`config.mk`:
```
export PLATFORM = sky130hd
export DESIGN_NAME = irq_pending_arbiter
export DESIGN_NICKNAME = d
export VERILOG_FILES = /design/src/rtl/irq_arb_pkg.sv /design/src/rtl/prio_enc_lsb.sv /design/src/rtl/irq_pending_arbiter.sv
export SDC_FILE = /design/constraint.sdc
export NUM_CORES = 1
export LEC_CHECK = 0
export ABC_CLOCK_PERIOD_IN_PS = 1360
export BUFFER_PORTS_ARGS = -buffer_cell sky130_fd_sc_hd__buf_4
export CORE_MARGIN = 2
export CORE_UTILIZATION = 43
export CTS_CLUSTER_SIZE = 8
export DETAILED_ROUTE_END_ITERATION = 12
export PLACE_DENSITY = 0.69
export RECOVER_POWER = 50
export SLEW_MARGIN = 20
export SYNTH_ARGS = -nofsm -noshare
export SYNTH_HDL_FRONTEND = slang
export SYNTH_SLANG_ARGS = --single-unit
export TNS_END_PERCENT = 5
```
`constraint.sdc`:
```
create_clock -name clk -period 1.36 [get_ports clk]
set_clock_uncertainty 0.2 [all_clocks]
set_input_delay 0.204 -clock clk [delete_from_list [all_inputs] [get_ports clk]]
set_output_delay 0.204 -clock clk [all_outputs]
set_load 0.02 [all_outputs]
```
`src/rtl/irq_arb_pkg.sv`:
```
// Shared types and helpers for the pending-request arbiter: FSM states,
// index-width derivation and one-hot decode of a served index.
package irq_arb_pkg;

  localparam int unsigned MAX_REQ = 16;

  typedef enum logic {
    IDLE  = 1'b0,
    OFFER = 1'b1
  } arb_state_e;

  function automatic int unsigned idx_width(input int unsigned n_req);
    return (n_req <= 2) ? 1 : $clog2(n_req);
  endfunction

  // Callers keep the low N_REQ bits of the result.
  function automatic logic [MAX_REQ-1:0] onehot(input int unsigned idx);
    logic [MAX_REQ-1:0] v;
    v = '0;
    v[idx[3:0]] = 1'b1;
    return v;
  endfunction

endpackage

```
`src/rtl/prio_enc_lsb.sv`:
```
// Combinational lowest-index-first priority encoder with an any-set flag.
module prio_enc_lsb #(
  parameter int N_REQ = 8,
  parameter int IDX_W = 3
) (
  input  logic [N_REQ-1:0] req_i,
  output logic [IDX_W-1:0] idx_o,
  output logic             any_o
);

  // Scanning downward lets the lowest set index overwrite all others.
  always_comb begin
    idx_o = '0;
    for (int i = N_REQ - 1; i >= 0; i--) begin
      if (req_i[i]) idx_o = IDX_W'(i);
    end
  end

  assign any_o = |req_i;

endmodule

```
`src/rtl/irq_pending_arbiter.sv`:
```
// Captures request pulses into a pending register and offers the lowest
// unmasked pending index downstream over a valid/ready handshake.
module irq_pending_arbiter
  import irq_arb_pkg::*;
#(
  parameter int N_REQ     = 8,
  parameter int IDX_W     = idx_width(N_REQ),
  parameter int EDGE_MODE = 1
) (
  input  logic             clk,
  input  logic             rst_n,
  input  logic [N_REQ-1:0] req_i,
  input  logic [N_REQ-1:0] mask_i,
  output logic             evt_valid_o,
  input  logic             evt_ready_i,
  output logic [IDX_W-1:0] evt_idx_o,
  output logic [N_REQ-1:0] pending_o,
  output logic             overflow_o
);

  // Handshake: an event transfers on a rising edge where evt_valid_o and
  // evt_ready_i are both high; once raised, valid and index hold until then.

  arb_state_e         state_q, state_d;
  logic [N_REQ-1:0]   req_d_q;
  logic [N_REQ-1:0]   pending_q, pending_d;
  logic [IDX_W-1:0]   idx_q, idx_d;
  logic               overflow_q, overflow_d;
  logic [N_REQ-1:0]   rise, clr, eligible;
  logic [MAX_REQ-1:0] clr_full;
  logic               unused_clr;
  logic [IDX_W-1:0]   enc_idx;
  logic               enc_any;
  logic               hs;

  always_comb begin
    if (EDGE_MODE != 0) rise = req_i & ~req_d_q;
    else                rise = req_i;
  end

  assign hs         = (state_q == OFFER) && evt_ready_i;
  assign clr_full   = onehot(32'(idx_q));
  assign unused_clr = ^clr_full;
  assign clr        = hs ? clr_full[N_REQ-1:0] : '0;
  assign eligible   = pending_q & ~mask_i;

  // A fresh rise wins over the clear of the line being served.
  assign pending_d  = (pending_q & ~clr) | rise;
  assign overflow_d = |(rise & pending_q & ~clr);

  prio_enc_lsb #(
    .N_REQ (N_REQ),
    .IDX_W (IDX_W)
  ) u_enc (
    .req_i (eligible),
    .idx_o (enc_idx),
    .any_o (enc_any)
  );

  always_comb begin
    state_d = state_q;
    idx_d   = idx_q;
    case (state_q)
      IDLE: begin
        if (enc_any) begin
          idx_d   = enc_idx;
          state_d = OFFER;
        end
      end
      OFFER: begin
        if (evt_ready_i) state_d = IDLE;
      end
      default: state_d = IDLE;
    endcase
  end

  always_ff @(posedge clk or negedge rst_n) begin
    if (!rst_n) begin
      state_q    <= IDLE;
      req_d_q    <= '0;
      pending_q  <= '0;
      idx_q      <= '0;
      overflow_q <= 1'b0;
    end else begin
      state_q    <= state_d;
      req_d_q    <= req_i;
      pending_q  <= pending_d;
      idx_q      <= idx_d;
      overflow_q <= overflow_d;
    end
  end

  assign evt_valid_o = (state_q == OFFER);
  assign evt_idx_o   = idx_q;
  assign pending_o   = pending_q;
  assign overflow_o  = overflow_q;

endmodule

```
Yosys cells after proc, flatten, opt, wreduce, memory -nomap -nowiden
Cells that the tools add are included.

Magnitude comparators: 2. Bitwise gates (word level): 10. Reductions and logical operators: 5. Muxes and demuxes: 14.

Operator list (number): $and A8 B8 Y8 (5); $mux W3 (8); $not A8 Y8 (3); $reduce_or A8 Y1 (2); $mux W8 (1); $or A8 B8 Y8 (1); $lt A3 B5 Y1 const B (1); $demux W1 S3 (1); $ge A3 B1 Y1 const B (1); $mux W1 (3); $logic_and A1 B1 Y1 (2); $pmux W1 S2 (1); $reduce_and A2 Y1 (1); $not A1 Y1 (1).

Output and inout port bits: 13. Register bits: 21. Word-level logic and storage cells: 36. Bits of input ports: 19.

Logic depth before layout (Yosys ltp)
Gate-level depths: netlist of the first run.

Word-level depth: 10. Gate-level depth with buffers: 6.

Modules after synthesis
Synthesis of the first run repeated with hierarchy kept, for this count alone.

Cells, all modules: 90. Area, all modules: 935.9 um^2.

By module, submodules not included: irq_pending_arbiter (cells an instance 77, area an instance 854.6 um^2, instances 1, sequential area each 525.5 um^2); prio_enc_lsb (cells an instance 13, area an instance 81.3 um^2, instances 1, sequential area each 0.0 um^2).

Least setup slack after synthesis of the first run
Ideal clock, no wire load.

Kind: flip-flop to flip-flop. Start point: register pending_q[3], in the netlist pending_o[3]. End point: register idx_q[0], in the netlist evt_idx_o[0]. Period minus slack after synthesis: 1658 ps. Buffers on the path: 0. Arrival: 1334 ps. Setup time: 125 ps. Stages on the path, launching flop included: 6. Setup slack: -298 ps. Path through: dfrtp_1 > inv_1 > o21ai_1 > nor2_1 > a31oi_1 > mux2_2.

Word-level cells in the longest chain between the ends: 5. Elaborated cells between the ends (all ways): 7. Classes of those cells: mux: 4; bitwise: 1; reduce/logical: 2.

Ends and longest elaborated chain: start, declared (line irq_pending_arbiter.sv:26) `logic [N_REQ-1:0] pending_q, pending_d;`; start signal, assigned (line irq_pending_arbiter.sv:87) `pending_q <= pending_d;`; $and A8 B8 Y8 * (line irq_pending_arbiter.sv:45) `assign eligible = pending_q & ~mask_i;`; $mux W3 (4 in a row) (line prio_enc_lsb.sv:15) `if (req_i[i]) idx_o = IDX_W'(i);`; end signal, assigned (line irq_pending_arbiter.sv:88) `idx_q <= idx_d;`; end, declared (line irq_pending_arbiter.sv:27) `logic [IDX_W-1:0] idx_q, idx_d;`.

Mark *: on every way between the ends. The rest lies on a longest branch, timed or not. A chain may end at the register's enable or synchronous reset.

Worst setup path in the final report of the first run
Start point: register idx_q[1], in the netlist evt_idx_o[1]. End point: register overflow_q, in the netlist overflow_o.

Word-level cells in the longest chain between the ends: 8. Elaborated cells between the ends (all ways): 9. Classes of those cells: order compare: 2; mux: 3; bitwise: 2; reduce/logical: 2.

Ends and longest elaborated chain: $lt A3 B5 Y1 (implied by the code) or $ge A3 B1 Y1 (tied branches) (line irq_arb_pkg.sv:20) `v[idx[3:0]] = 1'b1;`; $logic_and A1 B1 Y1 (implied by the code) (line irq_arb_pkg.sv:20); $mux W1 (implied by the code) (line irq_arb_pkg.sv:20); $demux W1 S3 * (line irq_arb_pkg.sv:20); $mux W8 * (line irq_pending_arbiter.sv:44) `assign clr = hs ? clr_full[N_REQ-1:0] : '0;`; $not A8 Y8 * (line irq_pending_arbiter.sv:49) `assign overflow_d = |(rise & pending_q & ~clr);`; $and A8 B8 Y8 * (line irq_pending_arbiter.sv:49); $reduce_or A8 Y1 * (line irq_pending_arbiter.sv:49); net overflow_d (line irq_pending_arbiter.sv:28) `logic overflow_q, overflow_d;`; end signal, assigned (line irq_pending_arbiter.sv:89) `overflow_q <= overflow_d;`; end, declared (line irq_pending_arbiter.sv:28).

Mark *: on every way through the listed nets, which the timed path passes. The rest lies on a longest branch.

==> results of run 1 <==
[cells in the mapped netlist, types with 2 or more instances]
library cell  count  area share (%)
dfrtp_1          21              54
nand2_1          16             6.2
nand2b_1         10             6.5
inv_1             8             3.1
nor2_1            5             1.9
nor2b_1           5             3.2
a21oi_1           3             1.6
a31o_2            2             1.8
a31oi_1           2             1.3
o21ai_0           2             1.0
o21ai_1           2             1.0
o22a_1            2             1.8
o22a_2            2             2.1
[worst min path at each step]
stage | from | end | slack (ps) | depth (start not counted)
after CTS | rst_n | req_d_q[5] | 110 | 2
after global routing | evt_ready_i | evt_valid_o | 140 | 4
final | evt_ready_i | evt_valid_o | 130 | 4
after global placement | rst_n | req_d_q[5] | -100 | 1
after floorplan | rst_n | evt_idx_o[0] | -290 | 0
after detailed placement | rst_n | req_d_q[5] | -100 | 1
[where the power goes]
part / switching, mW / internal [mW]
clock network: 0.181 / 0.109
logic: 0.794 / 1.06
registers: 0.181 / 0.810
[layer usage]
metal / up-vias / GRT usage [%]
met4: 0 / 6.58
li1: 450 / -
met1: 445 / 24.3
met2: 16 / 37.0
met3: 4 / 2.34
met5: - / 0
[registers in the layout, indices dropped and copies added (netlist names)]
register	count
evt_idx_o	3
evt_valid_o	1
overflow_o	1
pending_o	8
req_d_q	8
[cells by family (layout without fill, tap and decap cells)]
kind of cell | Yosys count | after routing | share of synthesized area, %
compound gates | 21 | 21 | 18.4
simple gates | 41 | 41 | 21.9
flops | 21 | 21 | 54.3
buf+inv | 9 | 75 | 4.27
mux | 1 | 1 | 1.16
[layout make-up]
type,count,area (sq um),area share [%]
clock buffers,3,22.5,1.34
clock inverters,1,5.00,0.297
inverters,8,30.0,1.78
multi-input cells,63,480,28.6
flip-flops and latches,21,538,32.0
well taps,28,35.0,2.08
repair buffers,63,572,34.0
[per-stage QoR]
step	utilization, %	instance area (sq um)	hold slack, ps	TNS, ps	instances
6_report	77.6	1680	135	-1050	187
5_1_grt	77.6	1680	139	-1680	187
4_1_cts	73.7	1600	114	-1180	186
3_5_place_dp	64.8	1410	-100	-451	172
3_3_place_gp	64.8	1410	-96.4	-355	172
2_1_floorplan	-	991	-292	-421	93
[timing repair]
item / 4_1_cts / 5_1_grt
endpoints found under the hold margin: 37 / 0
pin swaps: 2 / 7
hold buffers: 9 / 0
gates cloned: 0 / 0
setup buffers: 1 / 1
gates resized for setup: 18 / 21
endpoints found under the setup margin: 17 / 22
[critical path, cell delays in order (launching register included)]
cell	delay, ps
dfrtp_1	420
and3b_4	330
nand2_1	60
nand2_1	120
o22a_1	200
o2111ai_2	120
==> run_results.csv, run 1 <==
group,metric,value,unit
worst_setup_path,cp-end-kind,"register",
detailed_routing,route.antenna.remaining_nets,0,
floorplan,initial_core_util,44.6,%
grt,grt_overflow,0,
synth,synth.distinct_cells,26,
worst_setup_path,reg2reg_slack,-200,ps
outcome,violations,"setup timing",
placed_design,place_congestion,0.930,
cts,cts_made_buffers,3,
sta,rsz0062_at_grt,"true",
final_layout,final_layout_size_suffix_gt1_share,59.1,%
placed_design,port_buffers,31,
outcome,status,"finished, violations left",
floorplan,core_area,0.00217,sq mm
detailed_routing,vias_per_cell,4.89,
worst_setup_path,rr_endpoint,"overflow_o",
sta,clock.fmax,642,MHz
sta,drv_slew,0,
final_layout,synthToLayoutAreaGrowth,74.0,%
min_path,hold_class,"input pin to register",
worst_setup_path,crit_start,"evt_idx_o[1]",
sta,tightest_slew,527,ps
synth,synthFlopType,"dfrtp_1",
final_layout,n_fill_cell,154,
final_layout,nets,179,
final_layout,diodes,0,
detailed_routing,routed_wirelength,2550,um
flow_run,max_cap_violations,0,
power_and_ir_drop,power.leakage,0.815,nW
floorplan,die_h,51.4,um
final_layout,final_cell_mix,"buf_4, buf_6, nand2_1, dfrtp_1, dfrtp_2",
synth,ys_ff_latch,21,
cts,clk_latency,290,ps
final_layout,layout_commonest_cell,"buf_4",
detailed_routing,vias,915,
detailed_routing,post-route-drc-count,0,
synth,syn_inst,93,
cts,clock_sinks,21,
floorplan,row_count,17,
synth,synthArstFlopShare,100,%
grt,track_usage,20.1,%
synth,synth_area,967,sq um
worst_setup_path,worst-path-max-fanout,4,
sta,hold_viol,0,
cts,cts_max_path_buffers,2,
power_and_ir_drop,powerDensity,1860,mW/mm^2
worst_setup_path,arrival,1540,ps
synth,syn_area_per_cell,10.4,sq um
cts,clkTransAtPathRegs,120,ps
synth,synth_warnings,0,
synth,ys_seq_area_share,54.3,%
sta,layout_setup_ws,-197,ps
worst_setup_path,crit_path_end,"overflow_o",
detailed_routing,highest-signal-layer,"met4",
grt,first_global_vias,914,
floorplan,die_area,0.00264,sq mm
sta,setup_viol,17,
floorplan,ios,32,
placed_design,dp_worst_setup_slack,-220,ps
power_and_ir_drop,power.total,3.14,mW
cts,h-tree-depth,1,
cts,tritoncts,"yes",
worst_setup_path,r2r_cells,5,
placed_design,dp_hpwl,1760,um
synth,synth_edf_count,0,
sta,final.period_utilization,114,%
sta,slew_headroom,64.8,%
detailed_routing,dr.first_iter.drc_count,11,
detailed_routing,met2RoutedLength,1390,um
worst_setup_path,critPathLaunchType,"register",
grt,grt_pass1_wl,3900,um
worst_setup_path,cp.required,1340,ps
detailed_routing,wl_met3,71,um
synth,syn_nets,112,
sta,layout_min_cycle_time,1560,ps
worst_setup_path,crit_type,"register to register",
power_and_ir_drop,worst_ir_drop_vdd,1.26,mV
grt,antenna_found_initial,0,
floorplan,chipWidth,51.4,um
cts,root_buffer,"clkbuf_4",
detailed_routing,drt-pass1-iter-count,4,
worst_setup_path,r2r-start,"evt_idx_o[1]",
grt,grt_max_degree,22,
detailed_routing,wire_per_inst,13.6,um
detailed_routing,met1_length,1050,um
Power figures use the tool's default switching activity.
==> run 2, diff against run 1 <==
- CELL_PAD_IN_SITES_DETAIL_PLACEMENT: not set -> 0
- CELL_PAD_IN_SITES_GLOBAL_PLACEMENT: not set -> 1
- CORE_UTILIZATION: 43 -> 33
- PLACE_DENSITY: 0.69 -> 0.7
==> run 2 against run 1 <==
Compared with the run above: the flow still finishes with violations (setup timing); clock-buffer cell count stayed put; first-iteration DRC count stayed put; core utilization decreased by 16 points; cell count is 2.7% higher; critical path type unchanged.
==> run_results.csv, run 2 (synthesis results as in run 1) <==
group,metric,value,unit
power_and_ir_drop,power.leakage,0.828,nW
worst_setup_path,r2r_cells,4,
sta,tightest_slew,525,ps
grt,grt_pass1_wl,3950,um
floorplan,ios,32,
worst_setup_path,critPathLaunchType,"register",
placed_design,dp_hpwl,1780,um
worst_setup_path,arrival,1560,ps
final_layout,layout_commonest_cell,"buf_4",
floorplan,initial_core_util,34.8,%
final_layout,nets,181,
min_path,hold_end,"pending_o[7]",
floorplan,die_area,0.00338,sq mm
min_path,min_from,"evt_ready_i",
worst_setup_path,cp-end-kind,"register",
detailed_routing,highest-signal-layer,"met4",
power_and_ir_drop,worst_ir_drop_vdd,1.30,mV
power_and_ir_drop,powerDensity,1840,mW/mm^2
detailed_routing,route.antenna.remaining_nets,0,
placed_design,post_dp_cell_area,0.00142,sq mm
grt,grt_max_degree,22,
cts,h-tree-depth,1,
detailed_routing,post-route-drc-count,0,
sta,drv_slew,0,
grt,first_global_vias,945,
detailed_routing,wl_met3,81,um
min_path,min_path_cells,4,
floorplan,core_area,0.00278,sq mm
floorplan,die_h,58.1,um
final_layout,final_layout_size_suffix_gt1_share,60.2,%
detailed_routing,routed_wirelength,2320,um
final_layout,final_cell_mix,"buf_4, buf_6, nand2_1, dfrtp_1",
cts,clk_latency,310,ps
worst_setup_path,crit_type,"register to register",
detailed_routing,dr.first_iter.drc_count,11,
floorplan,chipWidth,58.1,um
detailed_routing,met1_length,1020,um
detailed_routing,met2RoutedLength,1200,um
worst_setup_path,worst-path-max-fanout,2,
worst_setup_path,rr_endpoint,"evt_idx_o[0]",
sta,slew_headroom,65.0,%
sta,final.period_utilization,114,%
cts,clkTransAtPathRegs,130,ps
outcome,violations,"setup timing",
cts,clock_sinks,21,
sta,layout_min_cycle_time,1550,ps
grt,antenna_found_initial,0,
sta,layout_setup_ws,-187,ps
outcome,status,"finished, violations left",
cts,root_buffer,"clkbuf_4",
detailed_routing,drt-pass1-iter-count,4,
cts,cts_made_buffers,3,
final_layout,postLayoutCellArea,0.00171,sq mm
sta,clock.fmax,646,MHz
detailed_routing,vias_per_cell,4.72,
detailed_routing,vias,906,
sta,hold_viol,0,
sta,rsz0062_at_grt,"true",
sta,hold_ws,115,ps
placed_design,place_congestion,0.846,
sta,setup_viol,17,
floorplan,row_count,19,
final_layout,diodes,0,
final_layout,synthToLayoutAreaGrowth,77.2,%
worst_setup_path,reg2reg_slack,-190,ps
sta,setup_tns,-1220,ps
grt,track_usage,15.6,%
cts,cts_max_path_buffers,2,
flow_run,max_cap_violations,0,
final_layout,n_fill_cell,242,
placed_design,port_buffers,31,
worst_setup_path,r2r-start,"pending_o[5]",
power_and_ir_drop,power.total,3.15,mW
grt,grt_overflow,0,
worst_setup_path,cp.required,1370,ps
min_path,hold_class,"input pin to register",
cts,tritoncts,"yes",
detailed_routing,wire_per_inst,12.1,um
==> run 2: changes by cell type in the layout (fill, tap and decap cells not counted), moves of 2 or more <==
| cell | delta |
|---|---|
| buf_4 | +3 |
| buf_6 | -2 |
| nor2b_1 | -2 |
| nor2b_2 | +2 |
==> run 2: worst max path at each step <==
stage / start / end / cells past startpoint
after floorplan: evt_valid_o / overflow_o / 6
after global routing: pending_o[3] / evt_idx_o[0] / 5
after global placement: mask_i[6] / evt_idx_o[0] / 6
final: pending_o[5] / evt_idx_o[0] / 4
after detailed placement: mask_i[6] / evt_idx_o[0] / 6
after CTS: pending_o[3] / evt_idx_o[0] / 5
==> run 2: cell type report <==
| class | count | area, sq um | share of cell area, % |
|---|---|---|---|
| Clock buffer | 3 | 22.5 | 1.31 |
| Timing Repair Buffer | 65 | 582 | 33.9 |
| Clock inverter | 1 | 5.00 | 0.292 |
| Inverter | 8 | 30.0 | 1.75 |
| Multi-Input combinational cell | 63 | 498 | 29.1 |
| Tap cell | 31 | 38.8 | 2.26 |
| Sequential cell | 21 | 538 | 31.4 |
==> run 2: timing repair <==
| item | 4_1_cts | 5_1_grt |
|---|---|---|
| resized for setup | 10 | 30 |
| buffers inserted | 1 | 1 |
| pin swaps | 3 | 8 |
| hold buffers | 10 | 0 |
| endpoints found under the hold margin | 38 | 0 |
| setup endpoints to repair | 16 | 21 |
==> run 2: power breakdown <==
group          internal [mW]  total, mW  switching [mW]
Clock                  0.110      0.313           0.204
Combinational           1.06       1.83           0.769
Sequential             0.810       1.00           0.194
Total                   1.98       3.15            1.17
==> run 2: stage by stage <==
| stage | worst slack (ps) | util [%] | cells |
|---|---|---|---|
| 2_1_floorplan | -205 | - | 93 |
| 3_3_place_gp | -190 | 50.9 | 176 |
| 3_5_place_dp | -214 | 50.9 | 176 |
| 4_1_cts | -185 | 56.9 | 191 |
| 5_1_grt | -212 | 61.6 | 192 |
| 6_report | -187 | 61.6 | 192 |
==> run 2: worst max-delay path, cell delays in order, from the launching register on <==
cell,delay [ps]
dfrtp_2,420
nor2b_4,130
a31o_2,210
a31o_2,230
mux2_2,260
==> run 2: per-layer routing <==
metal,vias up,global-route usage [%]
met1,436,19.5
li1,452,-
met4,0,6.98
met2,16,25.8
met5,-,0
met3,2,3.13
==> run 3, diff against run 2 <==
==> constraint.sdc (replaced) <==
create_clock -name clk -period 1.36 [get_ports clk]
set_clock_uncertainty 0.2 [all_clocks]
set_input_delay 0.068 -clock clk [delete_from_list [all_inputs] [get_ports clk]]
set_output_delay 0.068 -clock clk [all_outputs]
set_load 0.02 [all_outputs]
==> run 3 against run 2 <==
Compared with the run above: global-route usage increased by 0.14 points; the flow finishes with violations (hold timing, setup timing); critical path type unchanged; hold slack got worse by 160 ps; flip-flop and latch count unchanged; largest cell class unchanged.
==> run_results.csv, run 3 (synthesis results as in run 1) <==
group,metric,value,unit
cts,root_buffer,"clkbuf_4",
cts,clkTransAtPathRegs,120,ps
min_path,hold_class,"input pin to register",
final_layout,layout_commonest_cell,"buf_4",
placed_design,dp_hpwl,1860,um
sta,rsz0062_at_grt,"true",
detailed_routing,wire_per_inst,12.2,um
min_path,min_path_cells,3,
sta,layout_setup_ws,-172,ps
sta,final.period_utilization,113,%
grt,track_usage,15.7,%
final_layout,diodes,0,
power_and_ir_drop,switching_share,37.3,%
sta,tightest_slew,291,ps
final_layout,fin_cells,195,
sta,layout_min_cycle_time,1530,ps
floorplan,die_h,58.1,um
worst_setup_path,critPathLaunchType,"register",
worst_setup_path,crit_cells,5,
worst_setup_path,critPathTopFamily,"compound AO/OA/AOI/OAI gates",
floorplan,initial_core_util,34.8,%
floorplan,ios,32,
power_and_ir_drop,p_sw,1.14,mW
sta,clock.fmax,653,MHz
final_layout,final_cell_mix,"buf_4, nand2_1, clkbuf_4, dfrtp_1, dlygate4sd3_1",
power_and_ir_drop,clkPwrFrac,9.7,%
cts,clock_sinks,21,
floorplan,core_area,0.00278,sq mm
grt,grt_max_degree,22,
cts,h-tree-depth,1,
floorplan,chipWidth,58.1,um
sta,setup_viol,6,
worst_setup_path,critPathBufInv,0,
outcome,status,"finished, violations left",
detailed_routing,post-route-drc-count,0,
detailed_routing,routed_wirelength,2380,um
grt,grt_pass1_wl,4010,um
detailed_routing,vias,915,
detailed_routing,route.antenna.remaining_nets,0,
floorplan,row_count,19,
worst_setup_path,cp_slowest_cell,"dfrtp_2",
power_and_ir_drop,p_comb_share,57.7,%
final_layout,synthToLayoutAreaGrowth,74.1,%
detailed_routing,dr.first_iter.drc_count,16,
cts,ctsHoldBuffers,11,
power_and_ir_drop,powerDensity,1820,mW/mm^2
grt,antenna_found_initial,0,
grt,first_global_vias,945,
final_layout,final_layout_size_suffix_gt1_share,59.1,%
final_layout,nets,184,
worst_setup_path,crit_type,"register to register",
power_and_ir_drop,worst_ir_drop_vdd,1.12,mV
sta,drv_slew,0,
cts,tritoncts,"yes",
worst_setup_path,crit_chain,"nand3_4 -> o31ai_4 -> o22a_2 -> o221a_4 -> o2111ai_2",
detailed_routing,drt-pass1-iter-count,4,
power_and_ir_drop,internal_power,1.92,mW
placed_design,port_buffers,31,
worst_setup_path,worst-path-max-fanout,4,
placed_design,dp_worst_setup_slack,-220,ps
placed_design,place_congestion,0.856,
outcome,violations,"hold timing, setup timing",
cts,clk_latency,300,ps
worst_setup_path,arrival,1510,ps
placed_design,dp_cells,179,
sta,slew_headroom,80.6,%
sta,hold_viol,2,
grt,grt_overflow,0,
flow_run,max_cap_violations,0,
floorplan,die_area,0.00338,sq mm
worst_setup_path,cp.required,1340,ps
worst_setup_path,cp-end-kind,"register",
worst_setup_path,slowest_delay,450,ps
cts,cts_max_path_buffers,2,
sta,hold_ws,-45.1,ps
power_and_ir_drop,power_frac_seq,32.6,%
cts,cts_made_buffers,3,
detailed_routing,vias_per_cell,4.69,
power_and_ir_drop,power.leakage,0.811,nW
worst_setup_path,r2r_cells,5,
run 3: cell types whose count changed in the layout (fill, tap and decap cells not counted), moves of 2 or more:
cell	before	now
nand2_1	14	12
nor2b_1	0	2
buf_4	35	40
clkbuf_4	3	12
buf_6	19	7
nand2_2	1	4
nor2b_2	2	0
run 3: final cells by class:
type | count | area (sq um)
inverters | 8 | 30.0
repair buffers | 68 | 561
multi-input cells | 63 | 489
flip-flops and latches | 21 | 538
clock inverters | 1 | 5.00
well taps | 31 | 38.8
fillers | 237 | 1100
clock buffers | 3 | 22.5
run 3: worst paths after layout:
| check | from | endpoint | slack (ps) |
|---|---|---|---|
| max | evt_valid_o | overflow_o | -170 |
| min | evt_ready_i | pending_o[3] | -50 |
| max reg2reg | evt_valid_o | overflow_o | -170 |
| min reg2reg | req_d_q[4] | pending_o[4] | 270 |
| max in group asynchronous | rst_n | pending_o[5] | 160 |
| min in group asynchronous | rst_n | req_d_q[2] | 550 |
run 3: power groups by stage:
stage	combinational [mW]	clock (mW)	sequential (mW)
floorplan	0.544	0	1.15
global placement	1.55	0	0.960
global route	1.91	0.328	1.03
finish	1.77	0.296	0.998
CTS	1.69	0.302	0.986
detailed placement	1.56	0	0.962
run 3: tightest hold or removal path, cell delays in order:
cell	delay, ps
buf_4	110
a41o_2	200
nand2_1	50
run 3: stage by stage:
step	hold slack [ps]	setup TNS (ps)	instance area, sq um	power [mW]	utilization, %
final	-45.1	-540	1680	3.06	60.5
after global routing	-38.2	-1040	1680	3.27	60.5
after CTS	-49.3	-517	1640	2.97	59.1
after detailed placement	-232	-656	1440	2.52	51.7
after global placement	-231	-613	1440	2.51	51.7
after floorplan	-428	-421	991	1.70	-
run 3: repair_timing:
item / 4_1_cts / 5_1_grt
hold endpoints to repair: 40 / 2
gates cloned: 0 / 0
endpoints found under the setup margin: 6 / 13
pin swaps: 5 / 7
resized for setup: 13 / 13
buffers inserted: 1 / 0
run 3: routing by layer:
layer  GRT usage (%)  vias up  routed length [um]
met2            26.6       16                1210
met1            20.2      437                1050
met4            4.98        0                  17
li1                -      460                   -
met5               0        -                   0
met3            2.90        2                  97
